## src/rtl/display7_pkg.sv

```systemverilog
// Shared 7-segment definitions: hex patterns (bit6=a .. bit0=g, active high),
// width constants and the classification of an accepted bus sample.
package display7_pkg;

    localparam int unsigned SEG_W = 7;
    localparam int unsigned NIB_W = 4;
    localparam int unsigned IDX_W = 3;
    localparam int unsigned CNT_W = 4;

    localparam logic [SEG_W-1:0] SEG_HEX_0 = 7'b1111110;
    localparam logic [SEG_W-1:0] SEG_HEX_1 = 7'b0110000;
    localparam logic [SEG_W-1:0] SEG_HEX_2 = 7'b1101101;
    localparam logic [SEG_W-1:0] SEG_HEX_3 = 7'b1111001;
    localparam logic [SEG_W-1:0] SEG_HEX_4 = 7'b0110011;
    localparam logic [SEG_W-1:0] SEG_HEX_5 = 7'b1011011;
    localparam logic [SEG_W-1:0] SEG_HEX_6 = 7'b1011111;
    localparam logic [SEG_W-1:0] SEG_HEX_7 = 7'b1110000;
    localparam logic [SEG_W-1:0] SEG_HEX_8 = 7'b1111111;
    localparam logic [SEG_W-1:0] SEG_HEX_9 = 7'b1111011;
    localparam logic [SEG_W-1:0] SEG_HEX_A = 7'b1110111;
    localparam logic [SEG_W-1:0] SEG_HEX_B = 7'b0011111;
    localparam logic [SEG_W-1:0] SEG_HEX_C = 7'b1001110;
    localparam logic [SEG_W-1:0] SEG_HEX_D = 7'b0111101;
    localparam logic [SEG_W-1:0] SEG_HEX_E = 7'b1001111;
    localparam logic [SEG_W-1:0] SEG_HEX_F = 7'b1000111;
    localparam logic [SEG_W-1:0] SEG_BLANK = 7'b0000000;

    typedef enum logic [1:0] {
        CLS_NONE,
        CLS_CODE,
        CLS_ERR
    } cls_e;

    // Forward encoding, for the encoder and for loopback stimulus.
    function automatic logic [SEG_W-1:0] hex_to_seg(input logic [NIB_W-1:0] v);
        case (v)
            4'h0:    return SEG_HEX_0;
            4'h1:    return SEG_HEX_1;
            4'h2:    return SEG_HEX_2;
            4'h3:    return SEG_HEX_3;
            4'h4:    return SEG_HEX_4;
            4'h5:    return SEG_HEX_5;
            4'h6:    return SEG_HEX_6;
            4'h7:    return SEG_HEX_7;
            4'h8:    return SEG_HEX_8;
            4'h9:    return SEG_HEX_9;
            4'hA:    return SEG_HEX_A;
            4'hB:    return SEG_HEX_B;
            4'hC:    return SEG_HEX_C;
            4'hD:    return SEG_HEX_D;
            4'hE:    return SEG_HEX_E;
            default: return SEG_HEX_F;
        endcase
    endfunction

endpackage

```

## src/rtl/seg7_para_hex.sv

```systemverilog
// Combinational reverse lookup of a 7-segment pattern to {valid, nibble}.
module seg7_para_hex
    import display7_pkg::*;
(
    input  logic [SEG_W-1:0] i_seg,
    output logic             o_valid,
    output logic [NIB_W-1:0] o_nib
);

    always_comb begin
        o_valid = 1'b1;
        o_nib   = '0;
        case (i_seg)
            SEG_HEX_0: o_nib = 4'h0;
            SEG_HEX_1: o_nib = 4'h1;
            SEG_HEX_2: o_nib = 4'h2;
            SEG_HEX_3: o_nib = 4'h3;
            SEG_HEX_4: o_nib = 4'h4;
            SEG_HEX_5: o_nib = 4'h5;
            SEG_HEX_6: o_nib = 4'h6;
            SEG_HEX_7: o_nib = 4'h7;
            SEG_HEX_8: o_nib = 4'h8;
            SEG_HEX_9: o_nib = 4'h9;
            SEG_HEX_A: o_nib = 4'hA;
            SEG_HEX_B: o_nib = 4'hB;
            SEG_HEX_C: o_nib = 4'hC;
            SEG_HEX_D: o_nib = 4'hD;
            SEG_HEX_E: o_nib = 4'hE;
            SEG_HEX_F: o_nib = 4'hF;
            default:   o_valid = 1'b0;
        endcase
    end

endmodule

```

## src/rtl/decodificador_7seg.sv

```systemverilog
// Recovers the hex word shown on a multiplexed 7-segment bus: debounce each
// digit for STABLE samples, classify it, and publish once all digits are seen.
module decodificador_7seg
    import display7_pkg::*;
#(
    parameter int unsigned NDIG   = 4,
    parameter int unsigned STABLE = 3
) (
    input  logic                   clk,
    input  logic                   rst_n,
    input  logic [SEG_W-1:0]       seg,
    input  logic [NDIG-1:0]        dig_sel,
    output logic [NIB_W-1:0]       code_out,
    output logic [IDX_W-1:0]       code_idx,
    output logic                   code_ok,
    output logic [NIB_W*NDIG-1:0]  valor,
    output logic                   frame_valid,
    output logic                   err
);

    localparam logic [CNT_W-1:0] L_STABLE = CNT_W'(STABLE);
    localparam logic [CNT_W-1:0] L_PRE    = CNT_W'(STABLE - 1);

    logic [SEG_W-1:0]       r_seg;
    logic [NDIG-1:0]        r_sel;
    logic [CNT_W-1:0]       r_cnt;
    logic                   r_acc;
    logic [NIB_W*NDIG-1:0]  r_slots;
    logic [NDIG-1:0]        r_mask;

    logic                   w_same;
    logic                   w_hex_ok;
    logic [NIB_W-1:0]       w_nib;
    logic                   w_onehot;
    logic [IDX_W-1:0]       w_idx;
    cls_e                   w_cls;
    logic                   w_frame_done;
    logic [NDIG-1:0]        w_mask_nxt;

    assign w_same = ({seg, dig_sel} == {r_seg, r_sel});

    // r_acc marks the sample whose count has just reached STABLE; it is
    // classified one edge later so outputs land at k+STABLE.
    always_ff @(posedge clk or negedge rst_n) begin
        if (!rst_n) begin
            r_seg <= '0;
            r_sel <= '0;
            r_cnt <= '0;
            r_acc <= 1'b0;
        end else begin
            r_seg <= seg;
            r_sel <= dig_sel;
            r_acc <= w_same && (r_cnt == L_PRE);
            if (!w_same) begin
                r_cnt <= CNT_W'(1);
            end else if (r_cnt < L_STABLE) begin
                r_cnt <= r_cnt + CNT_W'(1);
            end
        end
    end

    seg7_para_hex u_lookup (
        .i_seg   (r_seg),
        .o_valid (w_hex_ok),
        .o_nib   (w_nib)
    );

    assign w_onehot = ((r_sel & (r_sel - NDIG'(1))) == '0);

    always_comb begin
        w_idx = '0;
        for (int unsigned i = 0; i < NDIG; i++) begin
            if (r_sel[i]) begin
                w_idx = IDX_W'(i);
            end
        end
    end

    always_comb begin
        w_cls = CLS_NONE;
        if (r_acc) begin
            if ((r_sel == '0) || (r_seg == SEG_BLANK)) begin
                w_cls = CLS_NONE;
            end else if (!w_onehot || !w_hex_ok) begin
                w_cls = CLS_ERR;
            end else begin
                w_cls = CLS_CODE;
            end
        end
    end

    // Clearing on completion comes first so a capture in the same cycle
    // already belongs to the next frame.
    assign w_frame_done = (r_mask == '1);

    always_comb begin
        w_mask_nxt = w_frame_done ? '0 : r_mask;
        if (w_cls == CLS_CODE) begin
            w_mask_nxt = w_mask_nxt | r_sel;
        end
    end

    always_ff @(posedge clk or negedge rst_n) begin
        if (!rst_n) begin
            r_slots <= '0;
            r_mask  <= '0;
        end else begin
            r_mask <= w_mask_nxt;
            if (w_cls == CLS_CODE) begin
                for (int unsigned i = 0; i < NDIG; i++) begin
                    if (r_sel[i]) begin
                        r_slots[NIB_W*i +: NIB_W] <= w_nib;
                    end
                end
            end
        end
    end

    always_ff @(posedge clk or negedge rst_n) begin
        if (!rst_n) begin
            code_out    <= '0;
            code_idx    <= '0;
            code_ok     <= 1'b0;
            err         <= 1'b0;
            valor       <= '0;
            frame_valid <= 1'b0;
        end else begin
            code_ok     <= (w_cls == CLS_CODE);
            err         <= (w_cls == CLS_ERR);
            frame_valid <= w_frame_done;
            if (w_cls == CLS_CODE) begin
                code_out <= w_nib;
                code_idx <= w_idx;
            end
            if (w_frame_done) begin
                valor <= r_slots;
            end
        end
    end

endmodule
```

## config.mk

```make
export PLATFORM = sky130hd
export DESIGN_NAME = decodificador_7seg
export DESIGN_NICKNAME = d
export VERILOG_FILES = /design/src/rtl/display7_pkg.sv /design/src/rtl/seg7_para_hex.sv /design/src/rtl/decodificador_7seg.sv
export SDC_FILE = /design/constraint.sdc
export NUM_CORES = 1
export LEC_CHECK = 0
export ABC_CLOCK_PERIOD_IN_PS = 2800
export CORE_UTILIZATION = 50
export CTS_CLUSTER_DIAMETER = 30
export DETAILED_ROUTE_END_ITERATION = 6
export PLACE_DENSITY = 0.78
export SETUP_SLACK_MARGIN = 0.02
export SKIP_LAST_GASP = 1
export SLEW_MARGIN = 40
export SYNTH_ARGS = -nofsm -noshare
export SYNTH_HDL_FRONTEND = slang
export SYNTH_SLANG_ARGS = --single-unit
```

## constraint.sdc

```tcl
create_clock -name clk -period 2.8 [get_ports clk]
set_input_delay 0.84 -clock clk [delete_from_list [all_inputs] [get_ports clk]]
set_output_delay 0.84 -clock clk [all_outputs]
set_load 0.01 [all_outputs]
```

After elaboration in Yosys (flattened, before gate mapping) --
Index checks and enable logic that the tools add are counted.
Cells by class: bitwise operators 2, equality and inequality tests 22, add/subtract/negate cells 2, muxes and demuxes 12, reduce and logical (&&, ||, !) cells 13, order comparisons 1
Operators by type and width (count):
- 7-bit == test, second input constant | 12
- 4-bit case mux with 15 select lines | 1
- 7-bit by 6-bit == test with 1-bit output, second input constant | 3
- 4-bit 2-to-1 mux | 4
- 16-bit OR reduction | 1
- 11-bit == test | 1
- 4-bit logical NOT | 2
- 2-bit AND reduction | 4
- 7-bit by 5-bit == test with 1-bit output, second input constant | 1
- 7-bit logical NOT | 1
- 2-bit 2-to-1 mux | 3
- 3-bit 2-to-1 mux | 2
- 4-bit by 1-bit adder with 4-bit output, second input constant | 1
- 4-bit AND | 1
- 4-bit by 2-bit == test with 1-bit output, second input constant | 1
- 4-bit == test, second input constant | 1
- 4-bit by 2-bit less-than comparator with 1-bit output, second input constant | 1
- 4-bit bitwise OR | 1
- 4-bit by 1-bit subtractor with 4-bit output, second input constant | 1
- 2-bit by 1-bit == test with 1-bit output, second input constant | 1
- 2-bit == test, second input constant | 1
- 1-bit logical NOT | 2
- 1-bit logical OR | 2
- 1-bit 2-to-1 mux | 2
- other kinds (2) | 2
Word-level totals: output and inout port bits 26, logic and storage cells 67, input bits 13, register bits 62

Logic depth before layout (Yosys ltp) --
word-level depth 10, depth in mapped cells 7, depth with buffers taken out 5

Hierarchy --
A second synthesis with hierarchy kept.
Unflattened totals: cells, all modules 251, area total of the unflattened synthesis 2757.6 um2
By module, submodules not included:
- decodificador_7seg | times used 1, seq. area each 1526.5 um2, area an instance 2423.6 um2, cells each 199
- seg7_para_hex | times used 1, seq. area each 0.0 um2, area an instance 334.1 um2, cells each 52

Least setup slack after synthesis --
Ideal clock, no wire load.
path kind register to register, from reg r_sel[3], to reg r_slots[10], stages on the path, launching flop included 7, arrival time 1848 ps, setup slack 824 ps, clock period less this slack 1976 ps, data required time 2672 ps, library setup time 128 ps, buffers on the path 1, cells stage by stage dfrtp_1 buf_2 maj3_1 o21ai_1 nand3_1 a31oi_4 mux2_1
On the way: word-level cells in the longest chain between the ends 10, elaborated cells on any way between the ends 12, classes of those cells add/sub (1); eq/ne (1); mux (3); bitwise (1); reduce/logical (6)
RTL lines:
- from (decl) | line decodificador_7seg.sv:25 | logic [NDIG-1:0] r_sel;
- from (signal assigned) | line decodificador_7seg.sv:52 | r_sel <= dig_sel;
- 4-bit by 1-bit subtractor with 4-bit output | line decodificador_7seg.sv:68 | assign w_onehot = ((r_sel & (r_sel - NDIG'(1))) == '0);
- 4-bit AND | line decodificador_7seg.sv:68
- 4-bit logical NOT | line decodificador_7seg.sv:68
- 1-bit logical NOT | line decodificador_7seg.sv:84 | end else if (!w_onehot || !w_hex_ok) begin
- 1-bit logical OR | line decodificador_7seg.sv:84
- 2-bit 2-to-1 mux | line decodificador_7seg.sv:84
- 2-bit 2-to-1 mux * | line decodificador_7seg.sv:82 | if ((r_sel == '0) || (r_seg == SEG_BLANK)) begin
- 2-bit 2-to-1 mux * | line decodificador_7seg.sv:81 | if (r_acc) begin
- 2-bit by 1-bit == test with 1-bit output * | line decodificador_7seg.sv:109 | if (w_cls == CLS_CODE) begin
- 2-bit AND reduction (no line) *
- to (signal, indexed assignment) | line decodificador_7seg.sv:112 | r_slots[NIB_W*i +: NIB_W] <= w_nib;
- to (decl) | line decodificador_7seg.sv:28 | logic [NIB_W*NDIG-1:0] r_slots;
Mark *: on every way between the ends. The rest lies on a longest branch, timed or not. A chain may end at the register's enable or synchronous reset.

Worst setup path in the final report --
from reg r_seg[6], to reg code_out[0]
On the way: word-level cells in the longest chain between the ends 9, elaborated cells on any way between the ends 27, classes of those cells eq/ne (17); mux (5); reduce/logical (5)
RTL lines:
- from (decl) | line decodificador_7seg.sv:24 | logic [SEG_W-1:0] r_seg;
- from (signal assigned) | line decodificador_7seg.sv:51 | r_seg <= seg;
- 7-bit == test, or another cell as far along | line seg7_para_hex.sv:13 | case (i_seg)
- 16-bit OR reduction (no line)
- 1-bit 2-to-1 mux | line seg7_para_hex.sv:13
- 1-bit logical NOT | line decodificador_7seg.sv:84
- 1-bit logical OR | line decodificador_7seg.sv:84
- 2-bit 2-to-1 mux | line decodificador_7seg.sv:84
- 2-bit 2-to-1 mux | line decodificador_7seg.sv:82
- 2-bit 2-to-1 mux | line decodificador_7seg.sv:81
- 2-bit by 1-bit == test with 1-bit output | line decodificador_7seg.sv:131 | if (w_cls == CLS_CODE) begin
- to (signal assigned) | line decodificador_7seg.sv:132 | code_out <= w_nib;
- to (decl) | line decodificador_7seg.sv:13 | output logic [NIB_W-1:0] code_out,
Parallel ways exist; a longest one is shown, timed or not.

==> summary.txt <==
Share of layout cells above drive strength 1 - 10.6%
Synth Cell Area - 0.00281 sq mm
CTS tree - built
P_int - 1.43 mW
Post-Synth XOR/XNOR Area - 4.06%
Worst setup SP type - flip-flop
WP data required - 3.01 ns
Grt total ovfl - 0
Cells after DPL - 347
DR vias - 1967
Slew @ Worst Pin - 0.618 ns
Post-Route Setup TNS - 0 ns
TritonCTS Sinks - 61
Synth Area in Adders - 1.25%
Most frequent cells in the layout - 61 x dfrtp_1, 55 x nand2_1, 36 x clkdlybuf4s50_1
I/O pin total - 39
Largest cells by area after synthesis - dfrtp_1 54%, nand2_1 7.4%, mux2_1 6.0%
Diodes inserted - 0
Final cell count without fillers - 363
Resize count post-CTS - 0
Fin crit share - 85.5%
Tot GR Track Use - 19.2%
Initial core utilization - 53.2%
DRC Markers - 0
I/O Buffers - 37
Clock group share of total power - 45.4%
Mux contribution to synthesized area - 6.02%
Vias in the first global route - 1861
Synth Warn # - 0
Chip height - 76.9 um
Synthesized instance count - 250
Setup violations, final - 0
Fillers - 437
Clk buf depth - 2
Cts bufs inserted - 9
Post-CTS Hold Fix Bufs - 0
Worst clock skew - 0.00581 ns
Setup Buffers After CTS - 0
Area growth syn-to-layout - 22.1%
Leakage - 1.59 nW
Kind of end point of the critical path - flip-flop
Root Driver - clkbuf_8
Slew margin rel. - 58.8%
Critical Path AT - 2.61 ns
Max-slew violation count - 0
Nets@finish - 303
Die ar. - 0.00591 sq mm
CP Max Fanout - 17
Total Wirelength - 5.01 mm
Pre-Repair DR Iteration Count - 4
Switching pwr - 0.415 mW
Multi-input combinational cell area - 0.00120 sq mm
Critical path type - reg -> reg
Area share of and/or/nand/nor cells after synthesis - 19.9%
Hold Vio Cnt, Final - 0
Post-synth top area share - 54.4%
Hold WS - 0.460 ns
Outcome - completed
Die X - 76.9 um
Synthesized area per cell - 11.2 sq um
Synth Register Bits - 61
H-tree levels - 3
Pwr Density - 537 mW/mm^2
Synth unique cells - 50
Via/cell ratio - 5.42
Core area - 0.00527 sq mm
Post-synthesis sequential area ratio - 54.4%
Compound-Gate Fraction of Synth Area - 11.4%
Clk Latency, worst-skew pair - 0.34 ns
Commonest non-fill, non-tap cell in the layout - dfrtp_1
Sequential Area - 0.00153 sq mm
Fmax - 0.418 GHz
Final antenna-violating net count - 0
Initial antenna violation count - 0
CTS clk-pin slew, worst paths - 0.07 ns
First-pass GRT wire length - 8.69 mm
Largest net degree at the start of global routing - 62
Syn Nets - 265
# rows - 26
Post-layout min period - 2.39 ns
Initial drt markers - 139
Sw Ratio - 22.5%
Routed WL per cell - 13.8 um
Dpl hpwl - 3.37 mm
Part of the power in combinational logic - 4.9%
RSZ-0062 raised after global routing - false
Hold Crit Class - reg -> reg
Maxcap violations - 0
Largest family of logic cells by synthesized area - simple AND/OR/NAND/NOR gates
Routability cong. - 0.742
Sequential Power Share - 49.7%
Worst vdd ir - 0.343 mV
Largest area contributor in the netlist - dfrtp_1
[sequential cells by signal (all words and copies together) (netlist names)]
name,cells
r_mask,4
frame_valid,1
r_slots,16
r_cnt,4
r_seg,7
r_sel,4
code_ok,1
code_out,4
code_idx,2
valor,16
r_acc,1
err,1
[power by group through the flow]
stage	registers [mW]	clock network [mW]	logic [mW]
floorplan	0.913	0	0.0639
global placement	0.930	0	0.0895
detailed placement	0.931	0	0.0908
CTS	0.914	0.854	0.0911
global route	0.917	0.888	0.101
finish	0.915	0.836	0.0894
[stage by stage]
stage	power (mW)	area (sq um)	worst slack [ns]	utilization (%)
2_1_floorplan	0.977	2810	0.824	-
3_3_place_gp	1.02	3210	0.487	60.9
3_5_place_dp	1.02	3210	0.473	60.9
4_1_cts	1.86	3420	0.450	64.9
5_1_grt	1.91	3430	0.345	65.0
6_report	1.84	3430	0.406	65.0
[worst max-delay path, stage by stage, from the launching register on]
cell and delay, ns:
dfrtp_1 0.70, nor4bb_1 0.37, o2111a_1 0.30, nor4_4 0.06, buf_4 0.20, a31oi_4 0.27, mux2_1 0.36
[synth_stat cells, drive strengths merged]
library cell / number
dfrtp: 61
nand2: 56
mux2: 15
o21ai: 13
xnor2: 13
buf: 11
nand3: 9
a31oi: 6
and2: 6
nor3: 6
nand4: 5
a21o: 4
nor2: 4
nor4: 4
a21oi: 3
or3: 3
a2bb2oi: 2
clkbuf: 2
ha: 2
nand3b: 2
nor4bb: 2
o22ai: 2
a2111o: 1
a21boi: 1
and3: 1
and4: 1
and4b: 1
and4bb: 1
clkinv: 1
conb: 1
inv: 1
maj3: 1
nand4b: 1
nand4bb: 1
nor2b: 1
nor4b: 1
o2111a: 1
o211ai: 1
o311ai: 1
o41ai: 1
or3b: 1
[kinds of logic after synthesis]
logic type	count (synthesis)
buf+inv	15
mux	15
compound gates	36
simple gates	106
xor+xnor	13
other cells	1
fa+ha+maj	3
flops	61
[final timing paths]
| kind | start | slack [ns] | end | cells past startpoint |
|---|---|---|---|---|
| min in group asynchronous | rst_n | 0.56 | valor[14] | 2 |
| setup reg to reg | r_seg[6] | 0.41 | code_out[0] | 6 |
| hold reg to reg | r_slots[11] | 0.46 | valor[11] | 2 |
| max in group asynchronous | rst_n | 1.85 | code_out[0] | 2 |
| hold / removal | r_slots[11] | 0.46 | valor[11] | 2 |
| setup / recovery | r_seg[6] | 0.41 | code_out[0] | 6 |
[cell type report]
| class | instances | share of cell area (%) |
|---|---|---|
| Clock buffer | 9 | 3.62 |
| Clock inverter | 7 | 2.63 |
| Inverter | 2 | 0.219 |
| Multi-Input combinational cell | 174 | 35.0 |
| Sequential cell | 61 | 44.6 |
| Tap cell | 70 | 2.56 |
| Timing Repair Buffer | 40 | 11.4 |
[routing by layer]
metal / track usage, % / wire length [um]
met3: 4.05 / 190
met5: 0 / 0
met2: 30.0 / 2390
met1: 24.1 / 2290
met4: 12.1 / 136
No activity file was read; power rests on OpenSTA's default activity.
